`src/rtl/mux16_sched_pkg.sv`:
```
// Shared constants, FSM state type and pointer helper for the 16-channel
// round-robin mux scheduler.
package mux16_sched_pkg;

  localparam int N_CH  = 16;
  localparam int SEL_W = 4;

  typedef enum logic [1:0] {
    IDLE   = 2'd0,
    SELECT = 2'd1,
    HOLD   = 2'd2
  } state_t;

  // Round-robin pointer advance; the 4-bit width gives the 15->0 wrap.
  function automatic logic [SEL_W-1:0] next_ptr(input logic [SEL_W-1:0] sel);
    return sel + SEL_W'(1);
  endfunction

endpackage

```
`src/rtl/rr_pick16.sv`:
```
// Combinational round-robin picker: finds the first set request bit at or
// above ptr, wrapping 15->0. Priority overrides are applied by the caller.
module rr_pick16
  import mux16_sched_pkg::*;
(
  input  logic [N_CH-1:0]  req,
  input  logic [SEL_W-1:0] ptr,
  output logic             any,
  output logic [SEL_W-1:0] winner
);

  logic [SEL_W-1:0] w_idx;

  // Scan offsets from farthest to nearest so the nearest requester is the last write.
  always_comb begin
    any    = 1'b0;
    winner = ptr;
    w_idx  = ptr;
    for (int i = N_CH - 1; i >= 0; i--) begin
      w_idx = ptr + SEL_W'(i);
      if (req[w_idx]) begin
        any    = 1'b1;
        winner = w_idx;
      end
    end
  end

endmodule

```
`src/rtl/mux16_rr_sched.sv`:
```
// Round-robin scheduler sharing one 16:1 bit mux among 16 channels.
// IDLE picks a winner and drives mux_sel, SELECT captures the muxed bit,
// HOLD presents it on a valid/ready port and acks the channel on handshake.
// Optional build macro MUX16_SCHED_PRIO0_EN: channel 0 always wins when it
// requests and its grants leave the round-robin pointer untouched.
module mux16_rr_sched
  import mux16_sched_pkg::*;
(
  input  logic             clk,
  input  logic             rst_n,
  input  logic [N_CH-1:0]  req,
  input  logic [N_CH-1:0]  data_in,
  output logic [SEL_W-1:0] mux_sel,
  output logic             out_data,
  output logic [SEL_W-1:0] out_sel,
  output logic             out_valid,
  input  logic             out_ready,
  output logic [N_CH-1:0]  ack,
  output logic             busy
);

  state_t           r_state;
  state_t           w_state_nxt;
  logic [SEL_W-1:0] r_rr_ptr;
  logic [SEL_W-1:0] r_mux_sel;
  logic [SEL_W-1:0] r_out_sel;
  logic             r_out_data;
  logic             r_out_valid;
  logic [N_CH-1:0]  r_ack;
  logic             w_pick_any;
  logic [SEL_W-1:0] w_pick_win;
  logic [SEL_W-1:0] w_grant;
  logic             w_hs;
  logic             w_ptr_upd;

  rr_pick16 u_pick (
    .req    (req),
    .ptr    (r_rr_ptr),
    .any    (w_pick_any),
    .winner (w_pick_win)
  );

`ifdef MUX16_SCHED_PRIO0_EN
  // Channel 0 pre-empts the rotation and never moves the pointer.
  assign w_grant   = req[0] ? '0 : w_pick_win;
  assign w_ptr_upd = (r_out_sel != '0);
`else
  assign w_grant   = w_pick_win;
  assign w_ptr_upd = 1'b1;
`endif

  assign w_hs = (r_state == HOLD) && r_out_valid && out_ready;

  // State register.
  always_ff @(posedge clk or negedge rst_n) begin
    if (!rst_n) r_state <= IDLE;
    else        r_state <= w_state_nxt;
  end

  // Next-state logic: grant in IDLE, one settle cycle, hold until handshake.
  always_comb begin
    w_state_nxt = r_state;
    case (r_state)
      IDLE:    if (w_pick_any) w_state_nxt = SELECT;
      SELECT:  w_state_nxt = HOLD;
      HOLD:    if (w_hs) w_state_nxt = IDLE;
      default: w_state_nxt = IDLE;
    endcase
  end

  // Select, capture, output and ack registers; ack is a single-cycle pulse.
  always_ff @(posedge clk or negedge rst_n) begin
    if (!rst_n) begin
      r_rr_ptr    <= '0;
      r_mux_sel   <= '0;
      r_out_data  <= 1'b0;
      r_out_sel   <= '0;
      r_out_valid <= 1'b0;
      r_ack       <= '0;
    end else begin
      r_ack <= '0;
      if (r_state == IDLE && w_pick_any) begin
        r_mux_sel <= w_grant;
      end
      if (r_state == SELECT) begin
        r_out_data  <= data_in[r_mux_sel];
        r_out_sel   <= r_mux_sel;
        r_out_valid <= 1'b1;
      end
      if (w_hs) begin
        r_out_valid <= 1'b0;
        r_ack       <= N_CH'(1) << r_out_sel;
        if (w_ptr_upd) r_rr_ptr <= next_ptr(r_out_sel);
      end
    end
  end

  assign mux_sel   = r_mux_sel;
  assign out_data  = r_out_data;
  assign out_sel   = r_out_sel;
  assign out_valid = r_out_valid;
  assign ack       = r_ack;
  assign busy      = (r_state != IDLE);

endmodule

```
`config.mk`:
```
export PLATFORM = sky130hd
export DESIGN_NAME = mux16_rr_sched
export DESIGN_NICKNAME = d
export VERILOG_FILES = /design/src/rtl/mux16_sched_pkg.sv /design/src/rtl/rr_pick16.sv /design/src/rtl/mux16_rr_sched.sv
export SDC_FILE = /design/constraint.sdc
export NUM_CORES = 1
export LEC_CHECK = 0
export CORE_MARGIN = 5
export CORE_UTILIZATION = 58
export DETAILED_ROUTE_END_ITERATION = 6
export PLACE_DENSITY = 0.86
export SLEW_MARGIN = 20
export SYNTH_ARGS = -nofsm -noshare
export SYNTH_HDL_FRONTEND = slang
export SYNTH_SLANG_ARGS = --single-unit
```
`constraint.sdc`:
```
create_clock -name clk -period 13.06 [get_ports clk]
set_input_delay 1.959 -clock clk [delete_from_list [all_inputs] [get_ports clk]]
set_output_delay 1.959 -clock clk [all_outputs]
set_load 0.005 [all_outputs]
```
==> results of run 1 <==
stage by stage:
stage / utilization, % / std cells / worst slack [ns] / hold slack [ns] / instance area (sq um)
2_1_floorplan: - / 374 / 8.60 / 0.505 / 3610
3_3_place_gp: 70.4 / 493 / 8.03 / 0.500 / 4220
3_5_place_dp: 70.4 / 493 / 7.98 / 0.503 / 4220
4_1_cts: 71.6 / 498 / 8.00 / 0.517 / 4290
5_1_grt: 71.6 / 498 / 7.61 / 0.544 / 4290
6_report: 71.6 / 498 / 7.86 / 0.519 / 4290
cell families (layout without fill, tap and decap cells):
family	after synthesis	count (layout)	share of synthesized area, %
AO/OA/AOI/OAI	94	94	18.3
XOR/XNOR	14	14	3.61
adder cells (fa/ha/maj)	13	13	4.51
buffers and inverters	39	88	5.10
flip-flops	32	32	22.2
multiplexers	74	74	32.0
AND/OR/NAND/NOR	108	108	14.3
sequential cells by signal, indices dropped and copies added, names as in the netlist:
signal and count:
mux_sel 4, r_state 2, r_rr_ptr 4, out_valid 1, ack 16, out_data 1, out_sel 4
layer usage:
layer,wire length [um],share of wire (%),vias up
met5,0,0,-
met4,204,1.9,0
met3,1020,9.6,26
met2,5100,48,214
met1,4370,41,1657
li1,-,-,1524
how the worst max path moves through the flow:
| stage | to | slack [ns] | cells after the start |
|---|---|---|---|
| floorplan | mux_sel[2] | 8.60 | 11 |
| global placement | mux_sel[2] | 8.03 | 7 |
| detailed placement | mux_sel[3] | 7.98 | 8 |
| CTS | mux_sel[1] | 8.00 | 10 |
| global route | mux_sel[1] | 7.61 | 10 |
| finish | mux_sel[3] | 7.86 | 9 |
critical path: cells and delay by family (launching register included):
family	cells	cell delay, ns
AOI/OAI and AO/OA	2	0.53
DFF	1	1.01
buffers and inverters	1	0.75
muxes	3	1.01
adders and majority gates	1	0.87
and+or+nand+nor	2	0.87
cell type report:
type,instances,area [sq um],share of cell area (%)
Clock buffer,5,68.8,1.60
Inverter,20,75.1,1.75
Multi-Input combinational cell,303,2620,61.2
Sequential cell,32,801,18.7
Tap cell,75,93.8,2.19
Timing Repair Buffer,63,626,14.6
cell usage after synthesis, types with 2 or more instances:
| master | n | share of area [%] |
|---|---|---|
| nor3_1 | 4 | 0.55 |
| o22ai_1 | 3 | 0.52 |
| inv_1 | 14 | 1.5 |
| buf_6 | 2 | 0.62 |
| or3_1 | 3 | 0.52 |
| nand2_1 | 38 | 4.0 |
| o31ai_1 | 5 | 1.0 |
| o21a_1 | 2 | 0.42 |
| nor3b_1 | 3 | 0.62 |
| mux2i_1 | 18 | 5.0 |
| nand3_1 | 11 | 1.5 |
| nor2_1 | 26 | 2.7 |
| a211oi_1 | 9 | 1.9 |
| and2_1 | 2 | 0.35 |
| nand2b_1 | 2 | 0.35 |
| nor2b_1 | 4 | 0.69 |
| o21ai_1 | 3 | 0.42 |
| o221a_2 | 2 | 0.62 |
| buf_2 | 5 | 0.69 |
| a21oi_1 | 24 | 3.3 |
| clkbuf_1 | 11 | 1.1 |
| mux2_1 | 9 | 2.8 |
| a21o_1 | 2 | 0.42 |
| a31oi_1 | 4 | 0.69 |
| o21ai_0 | 12 | 1.7 |
| a41oi_1 | 2 | 0.49 |
| xor2_1 | 4 | 0.97 |
| and3_1 | 7 | 1.2 |
| ha_1 | 13 | 4.5 |
| clkinv_1 | 4 | 0.42 |
| nand3b_1 | 2 | 0.42 |
| mux2_2 | 15 | 4.7 |
| inv_2 | 2 | 0.21 |
| o32ai_1 | 2 | 0.49 |
| xnor2_1 | 9 | 2.2 |
| o21bai_1 | 2 | 0.42 |
| dfrtp_1 | 32 | 22 |
| mux4_2 | 30 | 19 |
| o211ai_1 | 6 | 1.2 |
==> metrics.md, run 1 <==
| Metric | Value |
|---|---|
| Status | finished, final reports clean |
| Layout net count | 473 |
| Pins Over Slew Limit | 0 |
| Hold Path Origin | out_data |
| Worst path cell trace | clkinv_1, ha_1, mux4_2, mux2i_2, mux2i_1, or2_1, or4_4, o31ai_4, o31ai_1 |
| Slowest CP cell | dfrtp_1 |
| Syn avg cell area | 9.65 sq um |
| Most frequent cells in the layout | 61 x clkdlybuf4s50_1, 38 x nand2_1, 32 x dfrtp_1, 30 x mux4_2, 26 x nor2_1 |
| Critical Path RT | 13.20 ns |
| Hold WC Path Type | register to register |
| Setup crit end kind | register |
| GR met2 Demand/Resource | 48.0% |
| Die width | 88.9 um |
| Area added between synthesis and finish | 18.8% |
| Rel. slew slack | 31.5% |
| Critical Path AT | 5.34 ns |
| Largest net degree at the start of global routing | 35 |
| Clock Pin Slew Worst Setup and Hold Paths | 0.06 ns |
| DIE AREA | 0.00790 sq mm |
| # rows | 28 |
| Syn_nets | 422 |
| Post-route ant nets | 0 |
| Initial antenna violation count | 0 |
| Register area share after synthesis | 22.2% |
| FF-to-FF path depth | 9 |
| Diode count | 0 |
| I/O pin total | 62 |
| FFs w/ async S/R, synth | 100% |
| Number of flops mapped to enable cells by yosys | 0 |
| Global Route Usage Sum | 29.2% |
| Drt pass-1 iters | 5 |
| Routability cong. | 0.995 |
| R2R setup slack | 7.86 ns |
| Synth unique cells | 65 |
| Met3 Track Usage GR | 3.17% |
| Fillers | 456 |
| Fin crit share | 39.8% |
| DRT Wirelength | 10700 um |
| Setup violators final | 0 |
| Worst Hold Endpoint | out_data |
| Max Freq | 192 MHz |
| Clock Sinks | 32 |
| R2r endpoint | mux_sel[3] |
| Num CTS Buffers | 5 |
| Synth Cell Area | 0.00361 sq mm |
| Worst hold stages | 1 |
| Crit path time final | 5.20 ns |
| Worst-margin pin slew | 1.03 ns |
| Worst-Skew Late Latency | 0.28 ns |
| Core ar. | 0.00599 sq mm |
| Synth Warn # | 0 |
| IO buf count | 61 |
| Number of global-route vias before repair | 3262 |
| Drc violations | 0 |
| Maxcap violations | 0 |
| WL/cell | 21.5 um |
| Hpwl dp | 8240 um |
| RSZ-0062 raised after global routing | false |
| FF-to-FF Start | r_rr_ptr[1] |
| Fraction of layout cells with a size suffix above 1 | 15.4% |
| Via count | 3421 |
| H-Tree Level Count | 2 |
| CP Class | register to register |
| Critical path fanouts, max | 22 |
| Seq cells post-synth | 32 |
| Crit-path max cell delay | 1.01 ns |
| Hold_buf cts | 0 |
| Number of DRC markers in iteration 0 | 393 |
| Vias per Instance | 6.87 |
| Setup bufs post-CTS | 0 |
| Grt ovf | 0 |
| Clock Root Buffer | clkbuf_8 |
| CTS tree | yes |
| Main synth FF type | dfrtp_1 |
| Cell count after synthesis | 374 |
| Post-CTS sizing | 0 |
| GRT busiest layer | met2 |
| Critical Path Source | r_rr_ptr[1] |
| Setup crit start kind | register |
| Final Hold Viols | 0 |
| Clock skew | 0.00348 ns |
| Initial Utilization | 60.2% |
| First-pass GRT wire length | 17400 um |
| Commonest non-fill, non-tap cell in the layout | clkdlybuf4s50_1 |
| Maximum clock path buffer count | 2 |
| Total negative slack | 0 ns |
| Die height | 88.9 um |
| Routing usage on met1 | 42.0% |
Power of run 1 is not shown: default switching activity piles up to over one toggle a cycle in this logic, so the estimate is an artifact.
==> run 2: changes to the inputs <==
--- a/config.mk
+++ b/config.mk
@@ -6,9 +6,9 @@
 export NUM_CORES = 1
 export LEC_CHECK = 0
 export CORE_MARGIN = 5
-export CORE_UTILIZATION = 58
+export CORE_UTILIZATION = 49
 export DETAILED_ROUTE_END_ITERATION = 6
-export PLACE_DENSITY = 0.86
+export PLACE_DENSITY = 0.78
 export SLEW_MARGIN = 20
 export SYNTH_ARGS = -nofsm -noshare
 export SYNTH_HDL_FRONTEND = slang
==> constraint.sdc (replaced) <==
create_clock -name clk -period 4.65 [get_ports clk]
set_input_delay 0.6975 -clock clk [delete_from_list [all_inputs] [get_ports clk]]
set_output_delay 0.6975 -clock clk [all_outputs]
set_load 0.005 [all_outputs]
==> run 2 against run 1 <==
The flow now finishes with violations (DRC); design area rose by 2.1%; highest routed layer unchanged; non-clock buffer count increased by 5; sequential share of layout area shrank 0.39 points; maximum frequency is 38% higher; count of clock-buffer cells in the layout grew 1; utilization shrank 11 points; clock skew hardly changed; die area up 16%; sequential cell count stayed put; via count decreased by 1.4%; worst setup slack got worse by 7.0 ns; routed wire length is 2.7% lower.
==> metrics.md, run 2 (synthesis results as in run 1) <==
| Metric | Value |
|---|---|
| Grt ovf | 0 (unchanged) |
| Number of DRC markers in iteration 0 | 399 (was 393) |
| Worst Hold Endpoint | out_data (unchanged) |
| Initial Utilization | 50.0% (was 60.2%) |
| CP Class | register to register (unchanged) |
| Setup bufs post-CTS | 0 (unchanged) |
| Num CTS Buffers | 5 (unchanged) |
| Critical Path AT | 3.92 ns (was 5.34 ns) |
| Worst-Skew Late Latency | 0.27 ns (was 0.28 ns) |
| Placed instance area | 0.00429 sq mm (was 0.00422 sq mm) |
| Hold_buf cts | 0 (unchanged) |
| Critical path fanouts, max | 21 (was 22) |
| Clock skew | 0.00378 ns (was 0.00348 ns) |
| Maxcap violations | 0 (unchanged) |
| Pre-CTS setup slack | 0.823 ns (was 7.98 ns) |
| Post-CTS sizing | 0 (unchanged) |
| Critical Path RT | 4.79 ns (was 13.20 ns) |
| Clock Root Buffer | clkbuf_8 (unchanged) |
| Drt pass-1 iters | 7 (was 5) |
| I/O pin total | 62 (unchanged) |
| Drc violations | 4 (was 0) |
| Worst-margin pin slew | 0.768 ns (was 1.03 ns) |
| Total negative slack | 0 ns (unchanged) |
| Largest net degree at the start of global routing | 33 (was 35) |
| Rel. slew slack | 48.6% (was 31.5%) |
| Fraction of layout cells with a size suffix above 1 | 16.9% (was 15.4%) |
| WL/cell | 19.7 um (was 21.5 um) |
| Maximum clock path buffer count | 2 (unchanged) |
| R2r endpoint | mux_sel[1] (was mux_sel[3]) |
| Crit path time final | 3.78 ns (was 5.20 ns) |
| Diode count | 0 (unchanged) |
| Hold Path Origin | out_data (unchanged) |
| Worst hold stages | 1 (unchanged) |
| Layout net count | 478 (was 473) |
| Final Hold Viols | 0 (unchanged) |
| DRT Wirelength | 10400 um (was 10700 um) |
| Fin crit share | 81.2% (was 39.8%) |
| Worst path cell trace | buf_4, inv_1, ha_1, a21boi_1, xnor2_1, mux4_2, nor2_1, nand2_1, o31ai_4, o31ai_1 (was clkinv_1, ha_1, mux4_2, mux2i_2, mux2i_1, or2_1, or4_4, o31ai_4, o31ai_1) |
| Crit-path max cell delay | 0.63 ns (was 1.01 ns) |
| Die width | 95.8 um (was 88.9 um) |
| Post-route ant nets | 0 (unchanged) |
| Max Freq | 265 MHz (was 192 MHz) |
| Critical Path Source | r_rr_ptr[2] (was r_rr_ptr[1]) |
| RSZ-0062 raised after global routing | false (unchanged) |
| Area added between synthesis and finish | 21.4% (was 18.8%) |
| Vias per Instance | 6.36 (was 6.87) |
| Pins Over Slew Limit | 0 (unchanged) |
| FF-to-FF Start | r_rr_ptr[2] (was r_rr_ptr[1]) |
| Setup crit start kind | register (unchanged) |
| DIE AREA | 0.00918 sq mm (was 0.00790 sq mm) |
| R2R setup slack | 0.87 ns (was 7.86 ns) |
| Routability cong. | 0.997 (was 0.995) |
| Core ar. | 0.00721 sq mm (was 0.00599 sq mm) |
| Initial antenna violation count | 0 (unchanged) |
| Final Core Density | 60.7% (was 71.6%) |
| Via count | 3373 (was 3421) |
| H-Tree Level Count | 2 (unchanged) |
| Hold WC Path Type | register to register (unchanged) |
| Most frequent cells in the layout | 61 x clkdlybuf4s50_1, 38 x nand2_1, 32 x dfrtp_1, 30 x mux4_2, 26 x nor2_1 (unchanged) |
| Fin area | 0.00438 sq mm (was 0.00429 sq mm) |
| Largest register FFs | 16 (unchanged) |
| Die height | 95.8 um (was 88.9 um) |
| Setup violators final | 0 (unchanged) |
| FF-to-FF path depth | 10 (was 9) |
| Slowest CP cell | xnor2_1 (was dfrtp_1) |
| First-pass GRT wire length | 16500 um (was 17400 um) |
| CTS tree | yes (unchanged) |
| Setup crit end kind | register (unchanged) |
| Setup ws final | 0.874 ns (was 7.86 ns) |
| Number of global-route vias before repair | 3107 (was 3262) |
| IO buf count | 61 (unchanged) |
| Worst Path Buf+Inv | 2 (was 1) |
| Delay-heaviest family, CP | compound AO/OA/AOI/OAI gates (was flip-flops) |
| Clock Pin Slew Worst Setup and Hold Paths | 0.07 ns (was 0.06 ns) |
| Global Route Usage Sum | 23.3% (was 29.2%) |
| Commonest non-fill, non-tap cell in the layout | clkdlybuf4s50_1 (unchanged) |
| # rows | 31 (was 28) |
| Status | complete, but fails checks (was finished, final reports clean) |
| Clock Sinks | 32 (unchanged) |
| Hpwl dp | 8170 um (was 8240 um) |
| Violated checks | DRC |
[run 2: layout make-up]
type,instances,area (sq um)
clock buffers,6,82.6
clock inverters,2,10.0
fillers,628,2840
inverters,20,75.1
multi-input cells,303,2620
flip-flops and latches,32,801
well taps,99,124
repair buffers,68,663
[run 2: worst max-delay path by stage]
stage | endpoint | cells past startpoint
after detailed placement | mux_sel[1] | 7
after global placement | mux_sel[3] | 8
after CTS | mux_sel[1] | 10
final | mux_sel[1] | 10
after global routing | mux_sel[0] | 11
after floorplan | mux_sel[2] | 11
[run 2: layer usage]
metal	part of all wire (%)	wire, um	track usage [%]	up-vias
li1	-	-	-	1537
met3	6.2	648	1.95	31
met5	0	0	0	-
met4	2.9	299	5.81	0
met2	49	5060	39.1	177
met1	42	4410	32.6	1628
[run 2: per-stage QoR]
stage	cells	hold slack (ns)
floorplan	374	0.402
global placement	522	0.495
detailed placement	522	0.497
CTS	530	0.512
global route	530	0.534
finish	530	0.505
Power of run 2 is left out for the same reason.
==> run 3: changes to the inputs <==
==> constraint.sdc (replaced) <==
create_clock -name clk -period 3.1 [get_ports clk]
set_input_delay 0.465 -clock clk [delete_from_list [all_inputs] [get_ports clk]]
set_output_delay 0.465 -clock clk [all_outputs]
set_load 0.005 [all_outputs]
==> run 3 against run 2 <==
Die area did not move; routed wire length rose by 23%; critical path depth rose by 1; global-route usage rose by 5.0 points; sequential cell count did not move; the flow finishes with violations (setup timing); worst hold slack improved by 0.052 ns; via count rose by 14%; utilization rose by 14 points; final cell count rose by 18%; first-iteration DRC count fell by 23%; count of clock-buffer cells in the layout rose by 1.
==> metrics.md, run 3 (synthesis results as in run 1) <==
| Metric | Value |
|---|---|
| DIE AREA | 0.00918 sq mm (unchanged) |
| Grt ovf | 0 (unchanged) |
| Worst-Skew Late Latency | 0.29 ns (was 0.27 ns) |
| Diode count | 0 (unchanged) |
| Final Hold Viols | 0 (unchanged) |
| Global Route Usage Sum | 28.3% (was 23.3%) |
| Initial antenna violation count | 0 (unchanged) |
| Drc violations | 0 (was 4) |
| Max Freq | 319 MHz |
| Crit path time final | 3.14 ns |
| Core ar. | 0.00721 sq mm (unchanged) |
| Hold_buf cts | 0 (unchanged) |
| Num CTS Buffers | 5 (unchanged) |
| Fillers | 535 (was 628) |
| DRT Wirelength | 12800 um (was 10400 um) |
| Flip-flop and latch area | 803 sq um (was 801 sq um) |
| Setup ws final | -0.0371 ns (was 0.874 ns) |
| CTS tree | yes (unchanged) |
| FF-to-FF path depth | 10 (unchanged) |
| Via count | 3849 (was 3373) |
| Initial Utilization | 50.0% (unchanged) |
| Number of global-route vias before repair | 3705 (was 3107) |
| Drt pass-1 iters | 7 (unchanged) |
| Most frequent cells in the layout | 96 x buf_4, 61 x clkdlybuf4s50_1, 37 x nand2_1, 30 x mux4_2, 30 x dfrtp_1 (was 61 x clkdlybuf4s50_1, 38 x nand2_1, 32 x dfrtp_1, 30 x mux4_2, 26 x nor2_1) |
| Critical path fanouts, max | 5 (was 21) |
| Hold WC Path Type | register to register (unchanged) |
| Largest net degree at the start of global routing | 33 (unchanged) |
| Post-route ant nets | 0 (unchanged) |
| Total negative slack | -0.0836 ns (was 0 ns) |
| I/O pin total | 62 (unchanged) |
| Maxcap violations | 0 (unchanged) |
| Setup crit end kind | register (unchanged) |
| First-pass GRT wire length | 19600 um (was 16500 um) |
| Setup violators final | 4 (was 0) |
| Clock Pin Slew Worst Setup and Hold Paths | 0.07 ns (about the same) |
| Layout net count | 574 (was 478) |
| Fin crit share | 101% |
| Status | complete, but fails checks (unchanged) |
| # rows | 31 (unchanged) |
| WL/cell | 20.5 um (was 19.7 um) |
| Area of the multi-input gates | 0.00278 sq mm (was 0.00262 sq mm) |
| CP Class | primary input to register (was register to register) |
| Setup crit start kind | primary input (was register) |
| Pins Over Slew Limit | 0 (unchanged) |
| Clock Sinks | 32 (unchanged) |
| Critical Path AT | 3.33 ns (was 3.92 ns) |
| H-Tree Level Count | 2 (unchanged) |
| Hpwl dp | 10000 um (was 8170 um) |
| Commonest non-fill, non-tap cell in the layout | buf_4 (was clkdlybuf4s50_1) |
| Die width | 95.8 um (unchanged) |
| Vias per Instance | 6.15 (was 6.36) |
| Worst hold stages | 1 (unchanged) |
| IO buf count | 61 (unchanged) |
| Placed instance area | 0.00504 sq mm (was 0.00429 sq mm) |
| Rel. slew slack | 59.2% (was 48.6%) |
| Critical Path RT | 3.30 ns (was 4.79 ns) |
| Die height | 95.8 um (unchanged) |
| Maximum clock path buffer count | 2 (unchanged) |
| Largest register FFs | 16 (unchanged) |
| Clock skew | 0.00339 ns (was 0.00378 ns) |
| Violated checks | setup timing (was DRC) |
| Clock Root Buffer | clkbuf_8 (unchanged) |
| Routability cong. | 1.05 (was 0.997) |
| RSZ-0062 raised after global routing | true (was false) |
| Worst-margin pin slew | 0.611 ns (was 0.768 ns) |
| Fraction of layout cells with a size suffix above 1 | 37.4% (was 16.9%) |
| Fin area | 0.00538 sq mm (was 0.00438 sq mm) |
| Number of DRC markers in iteration 0 | 307 (was 399) |
| Hold slack | 0.557 ns (was 0.505 ns) |
| Area added between synthesis and finish | 49.1% (was 21.4%) |
==> run 3: per-stage QoR <==
step,cells,worst slack (ns),utilization [%]
2_1_floorplan,374,-0.331,-
3_3_place_gp,612,-0.223,69.9
3_5_place_dp,612,-0.276,69.9
4_1_cts,621,0.00767,72.7
5_1_grt,626,-0.135,74.6
6_report,626,-0.0371,74.6
==> run 3: timing repair <==
action,in CTS,in global routing
setup buffers,0,5
hold endpoints to repair,0,0
pin swaps,1,4
setup endpoints to repair,4,5
gates cloned,1,0
gates resized for setup,9,22
==> run 3: path summary, 6_finish.rpt <==
path,end,slack (ns),from
worst max-delay path,mux_sel[1],-0.04,req[12]
worst min-delay path,out_valid,0.56,out_valid
worst max register to register,mux_sel[1],0.01,r_rr_ptr[1]
worst min register to register,out_valid,0.56,out_valid
max in group asynchronous,r_rr_ptr[1],2.21,rst_n
min in group asynchronous,ack[2],0.57,rst_n
==> run 3: critical path, stage by stage <==
cell,delay (ns)
clkdlybuf4s50_1,0.48
buf_4,0.18
mux4_2,0.54
mux2i_2,0.20
mux2i_1,0.12
or2_1,0.26
or4_4,0.50
o31ai_4,0.30
buf_6,0.15
nand2_1,0.05
o31ai_1,0.07
==> run 3: cell type report <==
class	count	share of cell area, %
clock buffers	7	1.79
clock inverters	1	0.558
inverters	20	1.67
multi-input cells	303	51.7
flip-flops and latches	32	14.9
well taps	99	2.30
repair buffers	164	27.0
==> run 3: routing by layer <==
layer | vias up | GRT usage [%] | part of all wire (%)
li1 | 1731 | - | -
met3 | 24 | 4.77 | 8.2
met1 | 1879 | 37.2 | 39
met4 | 0 | 6.87 | 1.9
met5 | - | 0 | 0
met2 | 215 | 48.6 | 50
Power of run 3 is left out for the same reason.
